File: src/rtl/wb_initiator.sv
// wb_initiator: Wishbone classic single-cycle bus master.
//
// Converts a valid/ready request port into one Wishbone read or write cycle
// at a time and returns the read data, or a timeout error, on a valid/ready
// response port. Only one bus cycle is ever outstanding.
//
// Ports:
//   wb_clk_i, wb_reset_n_i     clock, asynchronous active-low reset
//   req_valid_i / req_ready_o  request handshake
//   req_we_i, req_adr_i,       request: direction, address, write data,
//   req_dat_i, req_sel_i       byte selects
//   rsp_valid_o / rsp_ready_i  response handshake
//   rsp_dat_o, rsp_err_o       read data (0 for writes/errors), timeout flag
//   wb_adr_o, wb_dat_o, wb_we_o, wb_sel_o, wb_cyc_o, wb_stb_o  bus outputs
//   wb_dat_i, wb_ack_i         bus inputs
//
// Parameters: AW address width, DW data width (multiple of 8), TIMEOUT ack
// wait limit in cycles (0 = wait forever), TW timeout counter width.
module wb_initiator #(
  parameter int AW      = 32,
  parameter int DW      = 32,
  parameter int TIMEOUT = 16,
  parameter int TW      = 8
) (
  input  logic            wb_clk_i,
  input  logic            wb_reset_n_i,
  input  logic            req_valid_i,
  output logic            req_ready_o,
  input  logic            req_we_i,
  input  logic [AW-1:0]   req_adr_i,
  input  logic [DW-1:0]   req_dat_i,
  input  logic [DW/8-1:0] req_sel_i,
  output logic            rsp_valid_o,
  input  logic            rsp_ready_i,
  output logic [DW-1:0]   rsp_dat_o,
  output logic            rsp_err_o,
  output logic [AW-1:0]   wb_adr_o,
  output logic [DW-1:0]   wb_dat_o,
  input  logic [DW-1:0]   wb_dat_i,
  output logic            wb_we_o,
  output logic [DW/8-1:0] wb_sel_o,
  output logic            wb_cyc_o,
  output logic            wb_stb_o,
  input  logic            wb_ack_i
);

  localparam int SW = DW / 8;
  // Last counter value before abort; only meaningful when TIMEOUT != 0.
  localparam logic [TW-1:0] CNT_LAST = TW'(TIMEOUT - 1);

  typedef enum logic [1:0] {
    IDLE = 2'd0,
    BUS  = 2'd1,
    RESP = 2'd2
  } state_t;

  state_t          state_q, state_d;
  logic            req_ready_q, req_ready_d;
  logic            rsp_valid_q, rsp_valid_d;
  logic            rsp_err_q, rsp_err_d;
  logic [DW-1:0]   rsp_dat_q, rsp_dat_d;
  logic [AW-1:0]   adr_q, adr_d;
  logic [DW-1:0]   dat_q, dat_d;
  logic            we_q, we_d;
  logic [SW-1:0]   sel_q, sel_d;
  // cyc and stb are always equal for single classic cycles; one flop drives both.
  logic            cyc_q, cyc_d;
  logic [TW-1:0]   cnt_q, cnt_d;
  logic            timeout_hit;

  assign timeout_hit = (TIMEOUT != 0) && (cnt_q == CNT_LAST);

  // Next-state and next-output logic
  always_comb begin
    state_d     = state_q;
    req_ready_d = req_ready_q;
    rsp_valid_d = rsp_valid_q;
    rsp_err_d   = rsp_err_q;
    rsp_dat_d   = rsp_dat_q;
    adr_d       = adr_q;
    dat_d       = dat_q;
    we_d        = we_q;
    sel_d       = sel_q;
    cyc_d       = cyc_q;
    cnt_d       = cnt_q;

    case (state_q)
      IDLE: begin
        // req_ready_q is always high here, so valid alone means accepted.
        if (req_valid_i) begin
          adr_d       = req_adr_i;
          dat_d       = req_dat_i;
          we_d        = req_we_i;
          sel_d       = req_sel_i;
          cyc_d       = 1'b1;
          cnt_d       = '0;
          req_ready_d = 1'b0;
          state_d     = BUS;
        end
      end
      BUS: begin
        // Ack takes priority over a timeout landing in the same cycle.
        if (wb_ack_i) begin
          cyc_d       = 1'b0;
          rsp_dat_d   = we_q ? '0 : wb_dat_i;
          rsp_err_d   = 1'b0;
          rsp_valid_d = 1'b1;
          state_d     = RESP;
        end else if (timeout_hit) begin
          cyc_d       = 1'b0;
          rsp_dat_d   = '0;
          rsp_err_d   = 1'b1;
          rsp_valid_d = 1'b1;
          state_d     = RESP;
        end else if (TIMEOUT != 0) begin
          cnt_d = cnt_q + 1'b1;
        end
      end
      RESP: begin
        // Staying here at least one cycle guarantees an stb-low gap.
        if (rsp_ready_i) begin
          rsp_valid_d = 1'b0;
          rsp_err_d   = 1'b0;
          req_ready_d = 1'b1;
          state_d     = IDLE;
        end
      end
      default: begin
        cyc_d       = 1'b0;
        rsp_valid_d = 1'b0;
        rsp_err_d   = 1'b0;
        req_ready_d = 1'b1;
        state_d     = IDLE;
      end
    endcase
  end

  // State and output registers
  always_ff @(posedge wb_clk_i or negedge wb_reset_n_i) begin
    if (!wb_reset_n_i) begin
      state_q     <= IDLE;
      req_ready_q <= 1'b1;
      rsp_valid_q <= 1'b0;
      rsp_err_q   <= 1'b0;
      rsp_dat_q   <= '0;
      adr_q       <= '0;
      dat_q       <= '0;
      we_q        <= 1'b0;
      sel_q       <= '0;
      cyc_q       <= 1'b0;
      cnt_q       <= '0;
    end else begin
      state_q     <= state_d;
      req_ready_q <= req_ready_d;
      rsp_valid_q <= rsp_valid_d;
      rsp_err_q   <= rsp_err_d;
      rsp_dat_q   <= rsp_dat_d;
      adr_q       <= adr_d;
      dat_q       <= dat_d;
      we_q        <= we_d;
      sel_q       <= sel_d;
      cyc_q       <= cyc_d;
      cnt_q       <= cnt_d;
    end
  end

  assign req_ready_o = req_ready_q;
  assign rsp_valid_o = rsp_valid_q;
  assign rsp_err_o   = rsp_err_q;
  assign rsp_dat_o   = rsp_dat_q;
  assign wb_adr_o    = adr_q;
  assign wb_dat_o    = dat_q;
  assign wb_we_o     = we_q;
  assign wb_sel_o    = sel_q;
  assign wb_cyc_o    = cyc_q;
  assign wb_stb_o    = cyc_q;

endmodule

File: config.mk
export PLATFORM = sky130hd
export DESIGN_NAME = wb_initiator
export DESIGN_NICKNAME = d
export VERILOG_FILES = /design/src/rtl/wb_initiator.sv
export SDC_FILE = /design/constraint.sdc
export NUM_CORES = 1
export LEC_CHECK = 0
export BUFFER_PORTS_ARGS = -buffer_cell sky130_fd_sc_hd__buf_2
export CAP_MARGIN = 30
export CORE_MARGIN = 2
export CORE_UTILIZATION = 42
export CTS_CLUSTER_SIZE = 20
export DETAILED_ROUTE_END_ITERATION = 10
export MAX_ROUTING_LAYER = met4
export PLACE_DENSITY = 0.75
export SLEW_MARGIN = 20
export SYNTH_ARGS = -nofsm -noshare
export SYNTH_HDL_FRONTEND = slang
export SYNTH_SLANG_ARGS = --single-unit
export TNS_END_PERCENT = 10
File: constraint.sdc
create_clock -name wb_clk_i -period 1.7 [get_ports wb_clk_i]
set_input_delay 0.085 -clock wb_clk_i [delete_from_list [all_inputs] [get_ports wb_clk_i]]
set_output_delay 0.085 -clock wb_clk_i [all_outputs]
set_load 0.05 [all_outputs]
==> results of run 1 <==
## area by class of cell
class	instances	area, um2	share of cell area (%)
well taps	140	175	2.29
repair buffers	332	2290	30.0
clock inverters	9	128	1.67
multi-input cells	330	1700	22.2
flip-flops and latches	115	2880	37.6
clock buffers	23	467	6.10
inverters	2	7.51	0.0981
## final timing paths
kind                                           from                        end  slack, ns  cells past startpoint
max                          state_q[1]$_DFFE_PN0P_  rsp_dat_o[13]$_DFFE_PN0P_        0.1                      5
min                                     req_valid_i     state_q[0]$_DFFE_PN0P_       0.09                      3
max reg2reg                  state_q[1]$_DFFE_PN0P_  rsp_dat_o[13]$_DFFE_PN0P_        0.1                      5
min reg2reg                wb_dat_o[12]$_DFFE_PN0P_   wb_dat_o[12]$_DFFE_PN0P_       0.47                      2
max in group asynchronous              wb_reset_n_i    wb_sel_o[2]$_DFFE_PN0P_       0.65                      3
min in group asynchronous              wb_reset_n_i   wb_adr_o[15]$_DFFE_PN0P_       0.14                      3
## per-layer routing
| metal | global-route usage, % | up-vias | part of all wire (%) |
|---|---|---|---|
| li1 | - | 2221 | - |
| met1 | 27.2 | 2258 | 41 |
| met2 | 40.8 | 198 | 51 |
| met3 | 5.69 | 30 | 6.4 |
| met4 | 9.40 | 0 | 2.4 |
| met5 | - | - | 0 |
## power groups by stage
stage,combinational (mW),clock (mW),sequential [mW]
after global placement,8.51,0,4.76
after CTS,8.88,3.62,4.81
after detailed placement,8.66,0,4.83
after global routing,9.46,3.77,4.99
final,8.93,3.52,4.85
after floorplan,2.42,0,8.88
## Yosys cell counts (3+ instances only)
cell	n	area, um2
sky130_fd_sc_hd__nor3_1	4	20.0
sky130_fd_sc_hd__a22o_1	32	280
sky130_fd_sc_hd__nor3b_1	3	22.5
sky130_fd_sc_hd__a21o_1	32	240
sky130_fd_sc_hd__nor2_1	6	22.5
sky130_fd_sc_hd__nand3_1	4	20.0
sky130_fd_sc_hd__buf_2	7	35.0
sky130_fd_sc_hd__a21oi_1	4	20.0
sky130_fd_sc_hd__clkbuf_1	23	86.3
sky130_fd_sc_hd__o21ai_0	3	15.0
sky130_fd_sc_hd__nand2_1	217	815
sky130_fd_sc_hd__mux2i_1	4	40.0
sky130_fd_sc_hd__dfrtp_1	114	2850
## flip-flops by register name, summed over array words and instances (netlist names)
name / count
rsp_dat_o: 32
wb_adr_o: 32
wb_dat_o: 32
cnt_q: 8
wb_sel_o: 4
state_q: 2
req_ready_o: 1
rsp_err_o: 1
rsp_valid_o: 1
wb_cyc_o: 1
wb_we_o: 1
## logic make-up after synthesis
logic type	after synthesis	synth area share, %
compound gates	79	13.3
fa+ha+maj	1	0.267
flops	115	61.5
mux	4	0.855
simple gates	246	21.1
buf+inv	34	2.99
## timing repair
item	CTS	global route
resized for setup	0	4
endpoints found under the hold margin	219	0
endpoints found under the setup margin	0	14
hold buffers	106	0
## worst reg2reg max path, cell delays in order (launching register included)
cell and delay (ns):
sky130_fd_sc_hd__dfrtp_1 0.44, sky130_fd_sc_hd__buf_4 0.19, sky130_fd_sc_hd__nand2b_1 0.16, sky130_fd_sc_hd__buf_4 0.25
sky130_fd_sc_hd__a22o_1 0.29, sky130_fd_sc_hd__a21o_1 0.16
==> report_table.html, run 1 <==
<table>
<tr><th>Metric</th><th>Value</th></tr>
<tr><th colspan="2">Placed design</th></tr>
<tr><td>Worst setup slack after placement</td><td>0.0706 ns</td></tr>
<tr><td>Instance count after placement with tap cells included</td><td>around 800</td></tr>
<tr><td>Detailed-placement wirelength estimate</td><td>8100 um</td></tr>
<tr><td>Port Buffers</td><td>211</td></tr>
<tr><td>Placed standard-cell area</td><td>5980 um2</td></tr>
<tr><td>Placer congestion estimate</td><td>about 0.83</td></tr>
<tr><th colspan="2">Timing</th></tr>
<tr><td>Max Slew Vio Count</td><td>0</td></tr>
<tr><td>Tcrit/Tclk final</td><td>94.4%</td></tr>
<tr><td>Unrepaired setup endpoints after global routing</td><td>yes</td></tr>
<tr><td>Worst max-slew margin expressed relative to the limit</td><td>65.5%</td></tr>
<tr><td>Final Hold Slack</td><td>0.0930 ns</td></tr>
<tr><td>Final count of hold timing violations</td><td>0</td></tr>
<tr><td>Final setup violation count</td><td>0</td></tr>
<tr><td>Actual slew at the worst max-slew pin</td><td>0.516 ns</td></tr>
<tr><td>Final-layout setup total negative slack</td><td>0 ns</td></tr>
<tr><td>Final worst-path setup slack</td><td>about 0.095 ns</td></tr>
<tr><td>Highest Clock Rate</td><td>623 MHz</td></tr>
<tr><td>Min cycle time layout</td><td>1.60 ns</td></tr>
<tr><td>Worst setup skew after layout</td><td>0.00581 ns</td></tr>
<tr><th colspan="2">Cells and area</th></tr>
<tr><td>Signed area change from the synthesized netlist to the final layout</td><td>63.5%</td></tr>
<tr><td>Count of fill cells added during filler insertion</td><td>746</td></tr>
<tr><td>Most frequent standard cell in the layout excluding fill and tap cells</td><td>sky130_fd_sc_hd__nand2_1</td></tr>
<tr><td>Post-Layout Cell Count</td><td>951</td></tr>
<tr><td>Most frequent cells in the layout</td><td>sky130_fd_sc_hd__nand2_1 (217), sky130_fd_sc_hd__buf_2 (210), sky130_fd_sc_hd__dfrtp_1 (113), sky130_fd_sc_hd__dlygate4sd3_1 (106)</td></tr>
<tr><td>Final instance area</td><td>7650 um2</td></tr>
<tr><td>Final-stage net count</td><td>905</td></tr>
<tr><td>Share of the core filled with cells</td><td>70.6%</td></tr>
<tr><td>Fraction of final layout cells sized beyond drive strength 1</td><td>32.6%</td></tr>
<tr><td>ANT cells</td><td>0</td></tr>
<tr><th colspan="2">Clocking</th></tr>
<tr><td>Root buffer selected by CTS</td><td>sky130_fd_sc_hd__clkbuf_8</td></tr>
<tr><td>Clk Latency, worst-skew pair</td><td>0.50 ns</td></tr>
<tr><td>H-tree depth reported by CTS</td><td>4</td></tr>
<tr><td>Clock sink total</td><td>approximately 120</td></tr>
<tr><td>Number of buffers created by CTS</td><td>17</td></tr>
<tr><td>Max clock buf depth</td><td>2</td></tr>
<tr><td>Post-CTS setup repair buffer count</td><td>0</td></tr>
<tr><td>CTS tree</td><td>yes</td></tr>
<tr><td>Clock input transition at the sequential cells of the worst setup and hold paths</td><td>roughly 0.05 ns</td></tr>
<tr><th colspan="2">Die</th></tr>
<tr><td>Initial standard-cell utilization of the core</td><td>43.2%</td></tr>
<tr><td>Die ar.</td><td>12000 um2</td></tr>
<tr><td>Die Height</td><td>110 um</td></tr>
<tr><td>Core region area</td><td>10800 um2</td></tr>
<tr><td>Cell Rows</td><td>38</td></tr>
<tr><td>Die W</td><td>110 um</td></tr>
<tr><td>I/O pin count</td><td>212</td></tr>
<tr><th colspan="2">Setup path</th></tr>
<tr><td>Crit Path Class</td><td>register to register</td></tr>
<tr><td>Slowest Stage Delay on Critical Path</td><td>0.44 ns</td></tr>
<tr><td>Worst path buffer plus inverter count</td><td>2</td></tr>
<tr><td>Kind of start point of the critical path</td><td>register</td></tr>
<tr><td>Kind of cell adding the most delay to the critical path</td><td>compound AO/OA/AOI/OAI gates</td></tr>
<tr><td>Required time at the endpoint of the critical path</td><td>2.08 ns</td></tr>
<tr><td>Largest fanout on the critical path</td><td>34</td></tr>
<tr><td>Critical Path, Cell by Cell</td><td>buf_4 &gt; nand2b_1 &gt; buf_4 &gt; a22o_1 &gt; a21o_1</td></tr>
<tr><td>CP endpoint kind</td><td>register</td></tr>
<tr><td>Data arrival time at the worst-slack endpoint</td><td>1.99 ns</td></tr>
<tr><td>Critical path's slowest cell</td><td>sky130_fd_sc_hd__dfrtp_1</td></tr>
<tr><td>Most Frequent Cell on Critical Path</td><td>sky130_fd_sc_hd__buf_4</td></tr>
<tr><th colspan="2">Pwr</th></tr>
<tr><td>P_leak</td><td>4.08 nW</td></tr>
<tr><td>Part of the power in the clock network</td><td>20.4%</td></tr>
<tr><td>Power per cell area</td><td>around 2300 nW/um2</td></tr>
<tr><td>Internal</td><td>8.80 mW</td></tr>
<tr><td>Overall power consumption</td><td>17.3 mW</td></tr>
<tr><td>Switching share of total power</td><td>49.1%</td></tr>
<tr><td>Combinational Power Share</td><td>51.6%</td></tr>
<tr><td>Max VDD drop</td><td>~0.0013 V</td></tr>
<tr><td>Switching Power</td><td>8.49 mW</td></tr>
<tr><td>Share of total power in sequential cells</td><td>between 20 and 30%</td></tr>
<tr><th colspan="2">Job</th></tr>
<tr><td>Max-cap violation count</td><td>0</td></tr>
<tr><th colspan="2">Logic synthesis</th></tr>
<tr><td>Number of flops mapped to enable cells by yosys</td><td>0</td></tr>
<tr><td>Number of synthesized register bits</td><td>~120</td></tr>
<tr><td>Synth warn</td><td>0</td></tr>
<tr><td>Dominant synthesized flop cell</td><td>sky130_fd_sc_hd__dfrtp_1</td></tr>
<tr><td>Post-Synthesis Cells</td><td>479</td></tr>
<tr><td>Share of flip-flops with an asynchronous set or reset</td><td>100%</td></tr>
<tr><td>Synthesized net count</td><td>586</td></tr>
<tr><td>Mean instance size in the synthesized netlist</td><td>9.77 um2</td></tr>
<tr><td>Post-synthesis sequential area ratio</td><td>61.5%</td></tr>
<tr><td>Count of different cell masters after synthesis</td><td>33</td></tr>
<tr><td>Area of the mapped netlist</td><td>4680 um2</td></tr>
<tr><th colspan="2">Worst hold path</th></tr>
<tr><td>Path category of the worst min-delay check</td><td>input pin to register</td></tr>
<tr><th colspan="2">Route</th></tr>
<tr><td>First drt pass iteration count</td><td>5</td></tr>
<tr><td>Count of nets left with antenna violations after detail routing</td><td>0</td></tr>
<tr><td>Via/cell ratio</td><td>4.95</td></tr>
<tr><td>Number of DRC markers in iteration 0</td><td>295</td></tr>
<tr><td>Total Wirelength</td><td>14000 um</td></tr>
<tr><td>Remaining design rule violation count</td><td>0</td></tr>
<tr><td>Total vias in the final route</td><td>4707</td></tr>
<tr><td>Post-detailed-route wirelength per cell</td><td>14.7 um</td></tr>
<tr><th colspan="2">Global route</th></tr>
<tr><td>Global routing usage summed across all routing layers</td><td>23.9%</td></tr>
<tr><td>Via count of the first global-routing pass</td><td>4596</td></tr>
<tr><td>Wire length of the first global-routing pass</td><td>between 20000 and 25000 um</td></tr>
<tr><td>GRT overflow</td><td>0</td></tr>
<tr><td>Largest net degree at the start of global routing</td><td>59</td></tr>
<tr><td>Initial antenna violation count</td><td>0</td></tr>
<tr><th colspan="2">Status</th></tr>
<tr><td>Run status</td><td>finished, final reports clean</td></tr>
</table>
Note: power is estimated with default switching activity, not from simulation.
==> inputs of run 2 (changes only) <==
- CORE_ASPECT_RATIO: unset -> 0.75
==> run 2 against run 1 <==
Effect of this change:
- routed wire length fell by 0.31%
- die area barely moved
- power fell by 0.25%
- setup slack got worse by 0.034 ns
- first-iteration DRC count fell by 15%
- final area fell by 1.1%
- clock power fell by 4%
- sequential share of layout area rose by 0.44 points
- register-to-register slack got worse by 0.03 ns
- non-clock buffer count fell by 7
- critical path depth fell by 1
- critical endpoint is now wb_dat_o[22]$_DFFE_PN0P_
==> report_table.html, run 2 (same netlist as run 1, synthesis figures left out) <==
<table>
<tr><th>Metric</th><th>Value</th></tr>
<tr><th colspan="2">Clocking</th></tr>
<tr><td>CTS tree</td><td>yes</td></tr>
<tr><td>Clock sink total</td><td>115</td></tr>
<tr><td>Max clock buf depth</td><td>2</td></tr>
<tr><td>Clk Latency, worst-skew pair</td><td>0.40 ns</td></tr>
<tr><td>Clock input transition at the sequential cells of the worst setup and hold paths</td><td>0.05 ns</td></tr>
<tr><td>H-tree depth reported by CTS</td><td>4</td></tr>
<tr><td>Post-CTS setup repair buffer count</td><td>0</td></tr>
<tr><td>Number of buffers created by CTS</td><td>17</td></tr>
<tr><td>Root buffer selected by CTS</td><td>sky130_fd_sc_hd__clkbuf_16</td></tr>
<tr><th colspan="2">Setup path</th></tr>
<tr><td>End of the worst register-to-register path</td><td>wb_dat_o[22]$_DFFE_PN0P_</td></tr>
<tr><td>CP endpoint kind</td><td>register</td></tr>
<tr><td>Startpoint of the worst-slack reg-to-reg timing path</td><td>state_q[1]$_DFFE_PN0P_</td></tr>
<tr><td>Required time at the endpoint of the critical path</td><td>between 1.5 and 2 ns</td></tr>
<tr><td>Critical path's slowest cell</td><td>sky130_fd_sc_hd__or3b_2</td></tr>
<tr><td>Worst setup path startpoint</td><td>state_q[1]$_DFFE_PN0P_</td></tr>
<tr><td>Kind of start point of the critical path</td><td>register</td></tr>
<tr><td>Kind of cell adding the most delay to the critical path</td><td>simple AND/OR/NAND/NOR gates</td></tr>
<tr><td>Number of stages on the worst setup path</td><td>4</td></tr>
<tr><td>Setup slack of the worst register-to-register path</td><td>0.06 ns</td></tr>
<tr><td>Critical path destination</td><td>wb_dat_o[22]$_DFFE_PN0P_</td></tr>
<tr><td>Number of cells on the worst reg-to-reg path</td><td>4</td></tr>
<tr><td>Worst path buffer plus inverter count</td><td>1</td></tr>
<tr><td>Critical Path, Cell by Cell</td><td>or3b_2 &gt; buf_12 &gt; nand2_1 &gt; nand2_1</td></tr>
<tr><td>Largest fanout on the critical path</td><td>54</td></tr>
<tr><td>Crit Path Class</td><td>register to register</td></tr>
<tr><td>Most Frequent Cell on Critical Path</td><td>sky130_fd_sc_hd__nand2_1</td></tr>
<tr><td>Data arrival time at the worst-slack endpoint</td><td>about 1.9 ns</td></tr>
<tr><td>Slowest Stage Delay on Critical Path</td><td>about 0.61 ns</td></tr>
<tr><th colspan="2">Route</th></tr>
<tr><td>Remaining design rule violation count</td><td>0</td></tr>
<tr><td>Via/cell ratio</td><td>4.93</td></tr>
<tr><td>Post-detailed-route wirelength per cell</td><td>14.8 um</td></tr>
<tr><td>Number of DRC markers in iteration 0</td><td>about 250</td></tr>
<tr><td>Count of nets left with antenna violations after detail routing</td><td>0</td></tr>
<tr><td>Total Wirelength</td><td>between 10000 and 15000 um</td></tr>
<tr><td>Total vias in the final route</td><td>4649</td></tr>
<tr><td>First drt pass iteration count</td><td>5</td></tr>
<tr><th colspan="2">Cells and area</th></tr>
<tr><td>Most frequent cells in the layout</td><td>sky130_fd_sc_hd__nand2_1 (217), sky130_fd_sc_hd__buf_2 (210), sky130_fd_sc_hd__dfrtp_1 (112), sky130_fd_sc_hd__dlygate4sd3_1 (98)</td></tr>
<tr><td>ANT cells</td><td>0</td></tr>
<tr><td>Signed area change from the synthesized netlist to the final layout</td><td>61.7%</td></tr>
<tr><td>Final-stage net count</td><td>898</td></tr>
<tr><td>Most frequent standard cell in the layout excluding fill and tap cells</td><td>sky130_fd_sc_hd__nand2_1</td></tr>
<tr><td>Fraction of final layout cells sized beyond drive strength 1</td><td>33.3%</td></tr>
<tr><td>Share of the core filled with cells</td><td>69.4%</td></tr>
<tr><th colspan="2">Placed design</th></tr>
<tr><td>Detailed-placement wirelength estimate</td><td>8260 um</td></tr>
<tr><td>Port Buffers</td><td>approximately 210</td></tr>
<tr><td>Placer congestion estimate</td><td>0.849</td></tr>
<tr><th colspan="2">Die</th></tr>
<tr><td>Initial standard-cell utilization of the core</td><td>42.9%</td></tr>
<tr><td>Die ar.</td><td>12000 um2</td></tr>
<tr><td>I/O pin count</td><td>roughly 210</td></tr>
<tr><td>Die W</td><td>~130 um</td></tr>
<tr><td>Die Height</td><td>between 90 and 100 um</td></tr>
<tr><td>Core region area</td><td>between 10000 and 15000 um2</td></tr>
<tr><td>Cell Rows</td><td>33</td></tr>
<tr><th colspan="2">Pwr</th></tr>
<tr><td>Share of total power in sequential cells</td><td>28.1%</td></tr>
<tr><td>Switching Power</td><td>8.53 mW</td></tr>
<tr><td>Max VDD drop</td><td>0.00148 V</td></tr>
<tr><td>P_leak</td><td>4.05 nW</td></tr>
<tr><td>Power per cell area</td><td>2280 nW/um2</td></tr>
<tr><td>Switching share of total power</td><td>49.4%</td></tr>
<tr><td>Internal</td><td>between 8 and 9 mW</td></tr>
<tr><td>Part of the power in the clock network</td><td>between 10% and 20%</td></tr>
<tr><td>Combinational Power Share</td><td>52.2%</td></tr>
<tr><th colspan="2">Timing</th></tr>
<tr><td>Actual slew at the worst max-slew pin</td><td>0.600 ns</td></tr>
<tr><td>Max Slew Vio Count</td><td>0</td></tr>
<tr><td>Min cycle time layout</td><td>1.64 ns</td></tr>
<tr><td>Tcrit/Tclk final</td><td>96.4%</td></tr>
<tr><td>Final count of hold timing violations</td><td>0</td></tr>
<tr><td>Worst max-slew margin expressed relative to the limit</td><td>60.0%</td></tr>
<tr><td>Unrepaired setup endpoints after global routing</td><td>no</td></tr>
<tr><td>Final setup violation count</td><td>0</td></tr>
<tr><td>Final-layout setup total negative slack</td><td>0 ns</td></tr>
<tr><td>Highest Clock Rate</td><td>610 MHz</td></tr>
<tr><td>Worst setup skew after layout</td><td>0.00807 ns</td></tr>
<tr><th colspan="2">Global route</th></tr>
<tr><td>GRT overflow</td><td>0</td></tr>
<tr><td>Via count of the first global-routing pass</td><td>4717</td></tr>
<tr><td>Global routing usage summed across all routing layers</td><td>24.1%</td></tr>
<tr><td>Largest net degree at the start of global routing</td><td>116</td></tr>
<tr><td>Initial antenna violation count</td><td>0</td></tr>
<tr><td>Wire length of the first global-routing pass</td><td>22400 um</td></tr>
<tr><th colspan="2">Worst hold path</th></tr>
<tr><td>Hold Path Stages</td><td>3</td></tr>
<tr><td>Path category of the worst min-delay check</td><td>input pin to register</td></tr>
<tr><th colspan="2">Job</th></tr>
<tr><td>Max-cap violation count</td><td>0</td></tr>
<tr><th colspan="2">Status</th></tr>
<tr><td>Run status</td><td>finished, final reports clean</td></tr>
</table>
==> run 2: cell types whose count changed in the layout (fill, tap and decap cells not counted), moves of 2 or more <==
cell / before / now
sky130_fd_sc_hd__dlygate4sd3_1: 106 / 98
sky130_fd_sc_hd__bufinv_16: 3 / 1
sky130_fd_sc_hd__clkbuf_1: 3 / 0
sky130_fd_sc_hd__clkbuf_8: 4 / 6
==> run 2: power by group through the flow <==
stage	logic [mW]	registers, mW	clock network [mW]
after floorplan	2.42	8.88	0
after global placement	8.63	4.74	0
after detailed placement	8.78	4.82	0
after CTS	8.97	4.82	3.48
after global routing	9.51	5.00	3.60
final	9.01	4.85	3.39
==> run 2: cell type report <==
type / count / area (um2)
clock buffers: 23 / 508
clock inverters: 8 / 75.1
fillers: 758 / 3330
inverters: 2 / 7.51
multi-input cells: 330 / 1690
flip-flops and latches: 115 / 2880
well taps: 140 / 175
repair buffers: 325 / 2230
==> run 2: per-stage QoR <==
| stage | setup slack [ns] | cell area (um2) | instances | total power, mW | hold WS (ns) |
|---|---|---|---|---|---|
| after floorplan | 0.00737 | 4680 | 479 | 11.3 | -0.211 |
| after global placement | 0.117 | 6000 | 814 | 13.4 | 0.217 |
| after detailed placement | 0.0735 | 6000 | 814 | 13.6 | 0.222 |
| after CTS | 0.0486 | 7560 | 943 | 17.3 | 0.00209 |
| after global routing | 0.00205 | 7570 | 943 | 18.1 | 0.0132 |
| final | 0.0618 | 7570 | 943 | 17.3 | 0.0110 |
==> run 2: per-layer routing <==
layer  global-route usage (%)  vias to the layer above  routed length [um]
met5                        -                        -                   0
met2                     40.5                      184                6990
li1                         -                     2203                   -
met1                     29.4                     2250                5970
met3                     5.89                       12                 900
met4                     7.23                        0                 121
==> run 2: worst min-delay path by stage <==
stage                       startpoint  slack [ns]                         to
after floorplan           wb_reset_n_i       -0.21       cnt_q[0]$_DFFE_PN0P_
after global placement    wb_reset_n_i        0.22    wb_sel_o[1]$_DFFE_PN0P_
after detailed placement  wb_reset_n_i        0.22    wb_sel_o[1]$_DFFE_PN0P_
after CTS                 wb_dat_i[31]       0.002  rsp_dat_o[31]$_DFFE_PN0P_
after global routing      wb_dat_i[31]        0.01  rsp_dat_o[31]$_DFFE_PN0P_
final                     wb_dat_i[31]        0.01  rsp_dat_o[31]$_DFFE_PN0P_
==> run 2: worst reg2reg max path, cell delays in order, from the launching register on <==
cell and delay (ns):
sky130_fd_sc_hd__dfrtp_2 0.47, sky130_fd_sc_hd__or3b_2 0.61, sky130_fd_sc_hd__buf_12 0.23, sky130_fd_sc_hd__nand2_1 0.14, sky130_fd_sc_hd__nand2_1 0.07
==> run 2: timing repair <==
action | 4_1_cts | 5_1_grt
hold buffers | 98 | 0
setup endpoints to repair | 0 | 47
hold endpoints to repair | 212 | 0
resized for setup | 0 | 2
==> inputs of run 3 (changes only) <==
- CELL_PAD_IN_SITES_DETAIL_PLACEMENT: unset -> 1
- CELL_PAD_IN_SITES_GLOBAL_PLACEMENT: unset -> 2
- CORE_UTILIZATION: 42 -> 24
- PLACE_DENSITY: 0.75 -> 0.74
==> run 3 against run 2 <==
Effect of this change:
- routed wire length up 18%
- final area up 3.3%
- final cell count up 12%
- fmax about the same
- clock skew down 0.0019 ns
- sequential cell count unchanged
- clock power up 17%
- power up 3.6%
- critical path depth unchanged
- first-iteration DRC count down 19%
- worst hold slack better by 0.0090 ns
- via count down 0.26%
- largest power group unchanged
==> report_table.html, run 3 (same netlist as run 1, synthesis figures left out) <==
<table>
<tr><th>Metric</th><th>Value</th></tr>
<tr><th colspan="2">Timing</th></tr>
<tr><td>Final setup violation count</td><td>0</td></tr>
<tr><td>Actual slew at the worst max-slew pin</td><td>between 0.5 and 0.6 ns</td></tr>
<tr><td>Unrepaired setup endpoints after global routing</td><td>no</td></tr>
<tr><td>Worst setup skew after layout</td><td>roughly 0.0061 ns</td></tr>
<tr><td>Tcrit/Tclk final</td><td>96.4%</td></tr>
<tr><td>Final-layout setup total negative slack</td><td>0 ns</td></tr>
<tr><td>Min cycle time layout</td><td>1.64 ns</td></tr>
<tr><td>Max Slew Vio Count</td><td>0</td></tr>
<tr><td>Worst max-slew margin expressed relative to the limit</td><td>63.1%</td></tr>
<tr><td>Final worst-path setup slack</td><td>0.0607 ns</td></tr>
<tr><td>Final count of hold timing violations</td><td>0</td></tr>
<tr><td>Highest Clock Rate</td><td>610 MHz</td></tr>
<tr><th colspan="2">Clocking</th></tr>
<tr><td>Clk Latency, worst-skew pair</td><td>slightly above 0.4 ns</td></tr>
<tr><td>Number of buffers created by CTS</td><td>17</td></tr>
<tr><td>Post-CTS setup repair buffer count</td><td>0</td></tr>
<tr><td>Clock sink total</td><td>approximately 120</td></tr>
<tr><td>CTS tree</td><td>yes</td></tr>
<tr><td>Root buffer selected by CTS</td><td>sky130_fd_sc_hd__clkbuf_16</td></tr>
<tr><td>Clock input transition at the sequential cells of the worst setup and hold paths</td><td>0.06 ns</td></tr>
<tr><td>H-tree depth reported by CTS</td><td>4</td></tr>
<tr><td>Max clock buf depth</td><td>2</td></tr>
<tr><th colspan="2">Pwr</th></tr>
<tr><td>P_leak</td><td>4.09 nW</td></tr>
<tr><td>Share of total power in sequential cells</td><td>between 20% and 30%</td></tr>
<tr><td>Max VDD drop</td><td>about 0.00092 V</td></tr>
<tr><td>Switching Power</td><td>between 8 and 9 mW</td></tr>
<tr><td>Overall power consumption</td><td>approximately 18 mW</td></tr>
<tr><td>Internal</td><td>approximately 9.1 mW</td></tr>
<tr><td>Combinational Power Share</td><td>50.5%</td></tr>
<tr><td>Power per cell area</td><td>2290 nW/um2</td></tr>
<tr><td>Part of the power in the clock network</td><td>22.2%</td></tr>
<tr><td>Switching share of total power</td><td>49.2%</td></tr>
<tr><th colspan="2">Setup path</th></tr>
<tr><td>CP endpoint kind</td><td>register</td></tr>
<tr><td>Crit Path Class</td><td>register to register</td></tr>
<tr><td>Worst path buffer plus inverter count</td><td>1</td></tr>
<tr><td>Kind of cell adding the most delay to the critical path</td><td>simple AND/OR/NAND/NOR gates</td></tr>
<tr><td>Kind of start point of the critical path</td><td>register</td></tr>
<tr><td>Required time at the endpoint of the critical path</td><td>1.99 ns</td></tr>
<tr><td>Data arrival time at the worst-slack endpoint</td><td>1.93 ns</td></tr>
<tr><td>Critical Path, Cell by Cell</td><td>nor4_1 &gt; a21oi_2 &gt; buf_12 &gt; a21o_1</td></tr>
<tr><td>Largest fanout on the critical path</td><td>34</td></tr>
<tr><td>Slowest Stage Delay on Critical Path</td><td>0.54 ns</td></tr>
<tr><td>Critical path's slowest cell</td><td>sky130_fd_sc_hd__nor4_1</td></tr>
<tr><th colspan="2">Die</th></tr>
<tr><td>I/O pin count</td><td>212</td></tr>
<tr><td>Initial standard-cell utilization of the core</td><td>between 20% and 30%</td></tr>
<tr><td>Cell Rows</td><td>44</td></tr>
<tr><td>Die W</td><td>165 um</td></tr>
<tr><td>Die Height</td><td>125 um</td></tr>
<tr><td>Die ar.</td><td>20600 um2</td></tr>
<tr><td>Core region area</td><td>19200 um2</td></tr>
<tr><th colspan="2">Cells and area</th></tr>
<tr><td>Most frequent cells in the layout</td><td>sky130_fd_sc_hd__nand2_1 (217), sky130_fd_sc_hd__buf_2 (210), sky130_fd_sc_hd__dfrtp_1 (112), sky130_fd_sc_hd__dlygate4sd3_1 (102)</td></tr>
<tr><td>Fraction of final layout cells sized beyond drive strength 1</td><td>33.1%</td></tr>
<tr><td>Count of fill cells added during filler insertion</td><td>2180</td></tr>
<tr><td>Area used by multi-input combinational logic</td><td>1700 um2</td></tr>
<tr><td>Signed area change from the synthesized netlist to the final layout</td><td>67.0%</td></tr>
<tr><td>Final-stage net count</td><td>roughly 900</td></tr>
<tr><td>Share of the core filled with cells</td><td>between 40 and 50%</td></tr>
<tr><td>Sequential cell area</td><td>2880 um2</td></tr>
<tr><td>Most frequent standard cell in the layout excluding fill and tap cells</td><td>sky130_fd_sc_hd__nand2_1</td></tr>
<tr><td>Post-Layout Cell Count</td><td>1060</td></tr>
<tr><td>ANT cells</td><td>0</td></tr>
<tr><th colspan="2">Global route</th></tr>
<tr><td>Largest net degree at the start of global routing</td><td>51</td></tr>
<tr><td>Wire length of the first global-routing pass</td><td>26000 um</td></tr>
<tr><td>Global routing usage summed across all routing layers</td><td>16.6%</td></tr>
<tr><td>GRT overflow</td><td>0</td></tr>
<tr><td>Via count of the first global-routing pass</td><td>roughly 5000</td></tr>
<tr><td>Initial antenna violation count</td><td>0</td></tr>
<tr><th colspan="2">Route</th></tr>
<tr><td>Post-detailed-route wirelength per cell</td><td>15.5 um</td></tr>
<tr><td>Number of DRC markers in iteration 0</td><td>around 200</td></tr>
<tr><td>Remaining design rule violation count</td><td>0</td></tr>
<tr><td>Total Wirelength</td><td>~16000 um</td></tr>
<tr><td>First drt pass iteration count</td><td>4</td></tr>
<tr><td>Count of nets left with antenna violations after detail routing</td><td>0</td></tr>
<tr><td>Via/cell ratio</td><td>4.37</td></tr>
<tr><td>Total vias in the final route</td><td>between 4000 and 5000</td></tr>
<tr><th colspan="2">Status</th></tr>
<tr><td>Run status</td><td>finished, final reports clean</td></tr>
<tr><th colspan="2">Placed design</th></tr>
<tr><td>Worst setup slack after placement</td><td>0.0603 ns</td></tr>
<tr><td>Detailed-placement wirelength estimate</td><td>slightly above 10000 um</td></tr>
<tr><td>Port Buffers</td><td>211</td></tr>
<tr><td>Placer congestion estimate</td><td>a little under 0.8</td></tr>
<tr><td>Instance count after placement with tap cells included</td><td>about 900</td></tr>
<tr><th colspan="2">Job</th></tr>
<tr><td>Max-cap violation count</td><td>0</td></tr>
<tr><th colspan="2">Worst hold path</th></tr>
<tr><td>Path category of the worst min-delay check</td><td>input pin to register</td></tr>
</table>
[run 3: changes by cell type in the layout (fill, tap and decap cells not counted), moves of 4 or more]
cell / change
sky130_fd_sc_hd__bufinv_16: +4
sky130_fd_sc_hd__clkbuf_8: -6
sky130_fd_sc_hd__clkinv_4: +4
sky130_fd_sc_hd__dlygate4sd3_1: +4
[run 3: final cells by class]
class / count / share of cell area [%]
Inverter: 2 / 0.0960
Tap cell: 253 / 4.05
Clock buffer: 17 / 5.44
Sequential cell: 115 / 36.9
Clock inverter: 15 / 2.95
Timing Repair Buffer: 327 / 28.8
Multi-Input combinational cell: 331 / 21.8
[run 3: final timing paths]
kind,from,end,slack (ns),cells after the start
worst max-delay path,cnt_q[5]$_DFFE_PN0P_,rsp_dat_o[7]$_DFFE_PN0P_,0.06,4
worst min-delay path,wb_dat_i[7],rsp_dat_o[7]$_DFFE_PN0P_,0.02,3
worst max register to register,cnt_q[5]$_DFFE_PN0P_,rsp_dat_o[7]$_DFFE_PN0P_,0.06,4
worst min register to register,wb_dat_o[21]$_DFFE_PN0P_,wb_dat_o[21]$_DFFE_PN0P_,0.47,2
max in group asynchronous,wb_reset_n_i,req_ready_o$_DFFE_PN1P_,0.82,3
min in group asynchronous,wb_reset_n_i,wb_adr_o[11]$_DFFE_PN0P_,0.18,2
[run 3: repair_timing]
| action | CTS | global route |
|---|---|---|
| gates resized for setup | 0 | 4 |
| hold buffers | 102 | 0 |
| hold endpoints to repair | 137 | 0 |
| endpoints found under the setup margin | 0 | 11 |
[run 3: worst register-to-register path, stage by stage, from the launching register on]
cell and delay (ns):
sky130_fd_sc_hd__dfrtp_1 0.43, sky130_fd_sc_hd__nor4_1 0.54, sky130_fd_sc_hd__a21oi_2 0.14, sky130_fd_sc_hd__buf_12 0.20, sky130_fd_sc_hd__a21o_1 0.21
[run 3: routing by layer]
metal / track usage [%] / wire length [um] / up-vias
li1: - / - / 2210
met1: 19.7 / 7150 / 2273
met2: 28.1 / 8170 / 141
met3: 4.35 / 932 / 13
met4: 4.40 / 174 / 0
met5: - / 0 / -
[run 3: per-stage QoR]
stage	hold WS, ns	instance area [um2]
finish	0.0200	7820
global route	0.0134	7820
CTS	0.00735	7790
detailed placement	0.103	6120
global placement	0.0949	6120
floorplan	-0.211	4680
[run 3: power groups by stage]
stage	clock network, mW	logic [mW]	registers, mW
after global routing	4.20	9.63	5.05
after global placement	0	8.68	4.79
final	3.97	9.03	4.87
after detailed placement	0	8.88	4.86
after floorplan	0	2.42	8.88
after CTS	4.08	9.06	4.84
